--- src/rtl/belt_mp.sv ---
// Multi-port belt: circular operand store with dual drop, flush, live count and fall-off reporting.
// Optional same-cycle read forwarding is enabled by defining BELT_FWD_EN.
module belt_mp #(
  parameter int WIDTH = 32,
  parameter int DEPTH = 16,
  parameter int IDXW  = 4,
  parameter int NREAD = 2
) (
  input  logic                   clk,
  input  logic                   rst,
  input  logic                   drop_a,
  input  logic [WIDTH-1:0]       drop_a_data,
  input  logic                   drop_b,
  input  logic [WIDTH-1:0]       drop_b_data,
  input  logic                   flush,
  input  logic [NREAD*IDXW-1:0]  rpos,
  output logic [NREAD*WIDTH-1:0] rdata,
  output logic [NREAD-1:0]       rmiss,
  output logic [IDXW:0]          count,
  output logic [1:0]             fall_valid,
  output logic [2*WIDTH-1:0]     fall_data
);

  localparam logic [IDXW+1:0] DEPTH_W = (IDXW+2)'(DEPTH);

  logic [WIDTH-1:0] mem [DEPTH];

  logic [IDXW-1:0]  idx_reg, idx_next;
  logic [IDXW:0]    count_reg, count_next;
  logic [1:0]       ndrop;
  logic [IDXW+1:0]  sum;
  logic [1:0]       nfall;
  logic [IDXW-1:0]  wa_b, fa0, fa1;
  logic [1:0]       fall_valid_reg;
  logic [WIDTH-1:0] fall0_reg, fall1_reg;

  assign ndrop    = {1'b0, drop_a} + {1'b0, drop_b};
  assign sum      = {1'b0, count_reg} + {{IDXW{1'b0}}, ndrop};
  assign idx_next = idx_reg + IDXW'(ndrop);
  assign wa_b     = drop_a ? idx_reg + IDXW'(1) : idx_reg;

  always_comb begin
    nfall      = 2'd0;
    count_next = sum[IDXW:0];
    if (sum > DEPTH_W) begin
      count_next = DEPTH_W[IDXW:0];
      if (!flush) nfall = 2'(sum - DEPTH_W);
    end
    if (flush) count_next = {{(IDXW-1){1'b0}}, ndrop};
  end

  // Falling entries are the last nfall slots written this cycle; slot 0 is the older one.
  assign fa0 = idx_reg + IDXW'(ndrop) - IDXW'(nfall);
  assign fa1 = fa0 + IDXW'(1);

  always_ff @(posedge clk) begin
    if (!rst) begin
      if (drop_a) mem[idx_reg] <= drop_a_data;
      if (drop_b) mem[wa_b]    <= drop_b_data;
    end
  end

  always_ff @(posedge clk) begin
    if (rst) begin
      idx_reg        <= '0;
      count_reg      <= '0;
      fall_valid_reg <= 2'b00;
      fall0_reg      <= '0;
      fall1_reg      <= '0;
    end else begin
      idx_reg        <= idx_next;
      count_reg      <= count_next;
      fall_valid_reg <= {nfall == 2'd2, nfall != 2'd0};
      fall0_reg      <= (nfall != 2'd0) ? mem[fa0] : '0;
      fall1_reg      <= (nfall == 2'd2) ? mem[fa1] : '0;
    end
  end

  assign count      = count_reg;
  assign fall_valid = fall_valid_reg;
  assign fall_data  = {fall1_reg, fall0_reg};

  genvar gi;
  generate
    for (gi = 0; gi < NREAD; gi++) begin : g_rd
      logic [IDXW-1:0]  pos;
      logic             miss;
      logic [WIDTH-1:0] data;
      logic             miss_reg;
      logic [WIDTH-1:0] data_reg;

      assign pos = rpos[gi*IDXW +: IDXW];

`ifdef BELT_FWD_EN
      // Positions below ndrop are this cycle's drops; the newest is drop_b when both fire.
      always_comb begin
        miss = ({1'b0, pos} >= count_next);
        data = mem[idx_next - IDXW'(1) - pos];
        if (pos < IDXW'(ndrop)) begin
          if (ndrop == 2'd2) data = (pos == '0) ? drop_b_data : drop_a_data;
          else               data = drop_b ? drop_b_data : drop_a_data;
        end
      end
`else
      assign miss = ({1'b0, pos} >= count_reg);
      assign data = mem[idx_reg - IDXW'(1) - pos];
`endif

      always_ff @(posedge clk) begin
        if (rst) begin
          miss_reg <= 1'b0;
          data_reg <= '0;
        end else begin
          miss_reg <= miss;
          data_reg <= miss ? '0 : data;
        end
      end

      assign rmiss[gi]                 = miss_reg;
      assign rdata[gi*WIDTH +: WIDTH]  = data_reg;
    end
  endgenerate

endmodule

--- config.mk ---
export PLATFORM = sky130hd
export DESIGN_NAME = belt_mp
export DESIGN_NICKNAME = d
export VERILOG_FILES = /design/src/rtl/belt_mp.sv
export SDC_FILE = /design/constraint.sdc
export NUM_CORES = 2
export LEC_CHECK = 0
export ABC_AREA = 0
export CORE_MARGIN = 10
export CORE_UTILIZATION = 35
export CTS_BUF_LIST = sky130_fd_sc_hd__clkbuf_4
export CTS_CLUSTER_SIZE = 28
export DETAILED_ROUTE_END_ITERATION = 10
export PLACE_DENSITY_LB_ADDON = 0.05
export SYNTH_ARGS = -nofsm -noshare
export SYNTH_HDL_FRONTEND = slang
export SYNTH_SLANG_ARGS = --single-unit
--- constraint.sdc ---
create_clock -name clk -period 7.6 [get_ports clk]
set_input_delay 1.9 -clock clk [delete_from_list [all_inputs] [get_ports clk]]
set_output_delay 1.9 -clock clk [all_outputs]
set_load 0.01 [all_outputs]
==> run summary <==
outcome: completed
count of fill cells added during filler insertion: 11400
number of antenna violations at the first check in global routing: 15
Finished Cell Area: 50800 um2
growth of design area from synthesis to finish: 16.1%
number of max-slew violations in the final report: 0
cells taking the most area after synthesis: sky130_fd_sc_hd__edfxtp_1 35%, sky130_fd_sc_hd__mux4_2 26%, sky130_fd_sc_hd__mux2_2 14%, sky130_fd_sc_hd__dfxtp_1 6.4%, sky130_fd_sc_hd__a211oi_1 2.6%
fraction of final layout cells with drive strength greater than 1: 47.8%
top achievable clock speed: 153 MHz
setup slack of the critical path after layout: 1060 ps
data required time of the worst path: 8650 ps
start-to-end type of the worst setup path: input pin to flop
post-synth design cell area: 43800 um2
Design Power: 0.0149 W
GRT Resource Usage Total: 26.1%
DPL Wire Length: 108000 um
number of placed cells counting well taps: 4545
setup slack at placement: -102 ps
number of hold buffers added after CTS: 0
Max transition margin: 13.4%
global-route wire length before repair: 260000 um
horizontal extent of the die: 374 um
sequential area share after synthesis: 41.6%
post-route DRC violation count: 0
Worst Reg-to-Reg Cells: 20
root buffer selected by CTS: sky130_fd_sc_hd__clkbuf_4
Starting DRT DRC Count: 3276
DIE AREA: 140000 um2
final hold violation count: 0
Critical Path Fanout Max: 37
clock tree from TritonCTS: yes
Vias: 32300
H-tree levels: 4
worst reg2reg path endpoint: fall1_reg[6]$_SDFF_PP0_
worst supply voltage drop on vdd: 0.230 mV
Mean Syn Cell Area: 15.1 um2
Yosys reg bits: 653
CTS Sinks: 653
aggregate global routing overflow: 0
minimum clock period after layout: 6540 ps
Synth top area share: 35.1%
class of the most critical hold timing path: flop to flop
startpoint of the most critical setup path: drop_a
startpoint of the most critical register-to-register path: count[0]$_SDFF_PP0_
die height: 374 um
Post-Synthesis Net Count: 3015
average wire per standard cell: 38.0 um
number of CTS-inserted buffers: 193
critical path data arrival time: 7590 ps
count of final setup violators: 0
core outline area: 124000 um2
most frequent standard cell in the layout excluding fill and tap cells: sky130_fd_sc_hd__mux2_2
final worst path period share: 86.0%
Initial Util: 35.3%
commonest cells after routing, fill and taps aside: 552 x sky130_fd_sc_hd__mux2_2, 512 x sky130_fd_sc_hd__mux4_2, 512 x sky130_fd_sc_hd__edfxtp_1, 290 x sky130_fd_sc_hd__clkbuf_4, 213 x sky130_fd_sc_hd__clkdlybuf4s50_1
final antenna-violating net count: 0
Clock Latency Late Sink: 1210 ps
maximum buffer depth of the clock tree: 3
clock-pin slew on the worst setup and hold paths: 60 ps
number of standard cells after synthesis: 2907
Ys Warns: 0
number of enable-type register cells in the synthesized netlist: 512
Max-cap violations: 0
top cell type by total area after synthesis: sky130_fd_sc_hd__edfxtp_1
number of resized instances in the post-cts repair step: 0
crit path launch type: input pin
area of combinational cells with multiple inputs: 24500 um2
vias in the first global route: 32800
Leak: 16.4 nW
via density per instance: 6.57
Fin Clk Skew: 75.1 ps
Post-CTS Repair Setup Buffers: 0
most used flip-flop cell after synthesis: sky130_fd_sc_hd__edfxtp_1
register-to-register setup slack: 2220 ps
number of nets in the layout: 3211
Register Area: 18200 um2
total wire length: 187000 um
Placement Rows: 129
number of buffers added on ports: 213
drt pass-1 iters: 6
synth unique cells: 57
maximum number of pins on one net before global-route repair: 93
boundary pin count: 214
max reg flops: 512
setup repair after global routing missed its margin: false
Setup crit end kind: flop
slew of the pin with the lowest slew margin: 1300 ps
power per cell area: 293 nW/um2
destination of the critical timing path: fall1_reg[6]$_SDFF_PP0_
worst hold path startpoint: count[2]$_SDFF_PP0_
Placed Area: 48300 um2
sum of negative setup slack: 0 ps
global placer's final weighted congestion: 0.827
fin cells: 4912
share of async-settable or async-resettable flops after synthesis: 0%
==> synthesized netlist by cell type (26+ instances only) <==
library cell	n
sky130_fd_sc_hd__buf_4	30
sky130_fd_sc_hd__a211oi_1	150
sky130_fd_sc_hd__buf_1	54
sky130_fd_sc_hd__buf_2	86
sky130_fd_sc_hd__o22ai_1	26
sky130_fd_sc_hd__nand2_1	68
sky130_fd_sc_hd__a221oi_1	62
sky130_fd_sc_hd__a22oi_1	62
sky130_fd_sc_hd__mux2_2	552
sky130_fd_sc_hd__nor2b_1	70
sky130_fd_sc_hd__edfxtp_1	512
sky130_fd_sc_hd__clkbuf_1	163
sky130_fd_sc_hd__mux4_2	512
sky130_fd_sc_hd__mux2i_1	86
sky130_fd_sc_hd__ha_1	28
sky130_fd_sc_hd__and2_1	26
sky130_fd_sc_hd__and3_1	35
sky130_fd_sc_hd__dfxtp_1	141
sky130_fd_sc_hd__o21ai_0	66
==> report_power, final <==
part           switching [W]  internal (W)  leakage, nW  total [W]
sequential         0.0000993       0.00403         5.77    0.00413
clock                0.00170       0.00184         1.51    0.00354
combinational        0.00406       0.00316         9.17    0.00722
total                0.00586       0.00903         16.4     0.0149
==> final cells by class <==
type	instances	share of cell area, %
sequential	653	35.8
multi-input combinational	1898	48.3
antenna	8	0.0394
clock inverter	69	0.684
clock buffer	290	4.28
timing repair buffer	337	6.76
tap	1637	4.03
inverter	20	0.148
==> worst max-delay path, stage by stage <==
cell                              delay, ps
sky130_fd_sc_hd__clkdlybuf4s50_1        470
sky130_fd_sc_hd__ha_1                   370
sky130_fd_sc_hd__ha_1                   220
sky130_fd_sc_hd__ha_1                   200
sky130_fd_sc_hd__a21oi_1                210
sky130_fd_sc_hd__nor3_1                 110
sky130_fd_sc_hd__and2_1                 180
sky130_fd_sc_hd__o21ai_1                200
sky130_fd_sc_hd__nand2_1                180
sky130_fd_sc_hd__nor2_1                 170
sky130_fd_sc_hd__and2_1                 280
sky130_fd_sc_hd__ha_4                   160
sky130_fd_sc_hd__inv_1                  100
sky130_fd_sc_hd__fa_4                   900
sky130_fd_sc_hd__ha_4                   150
sky130_fd_sc_hd__xnor2_1                140
sky130_fd_sc_hd__xnor2_2                400
sky130_fd_sc_hd__buf_12                 350
sky130_fd_sc_hd__mux4_2                 350
sky130_fd_sc_hd__and2_1                 170
sky130_fd_sc_hd__a211oi_1               280
sky130_fd_sc_hd__a311oi_1                70
==> routing by layer <==
metal	GRT usage, %	vias up	wire [um]
met2	40.6	2048	85600
met1	34.2	17000	75100
met3	6.90	464	18200
li1	-	12700	-
met4	10.8	12	7620
met5	0	-	90
==> worst min path at each step <==
stage,to,cells past startpoint
2_1_floorplan,g_rd[0].miss_reg$_SDFF_PP0_,1
3_3_place_gp,count[4]$_SDFF_PP0_,2
3_5_place_dp,count[4]$_SDFF_PP0_,2
4_1_cts,count[4]$_SDFF_PP0_,2
5_1_grt,count[4]$_SDFF_PP0_,2
6_report,count[4]$_SDFF_PP0_,2
==> metrics by stage <==
step | hold WS (ps) | utilization (%)
after floorplan | 569 | -
after global placement | 600 | 39.0
after detailed placement | 608 | 39.0
after CTS | 617 | 41.0
after global routing | 659 | 41.0
final | 625 | 41.0
==> cell families after synthesis <==
kind of cell / Yosys count / share of synthesized area, %
multiplexers: 1172 / 43.1
flip-flops: 653 / 41.6
AO/OA/AOI/OAI: 425 / 7.14
buffers and inverters: 356 / 3.59
AND/OR/NAND/NOR: 248 / 3.14
adder cells (fa/ha/maj): 31 / 0.937
XOR/XNOR: 22 / 0.577
Note: power is estimated with default switching activity, not from simulation.
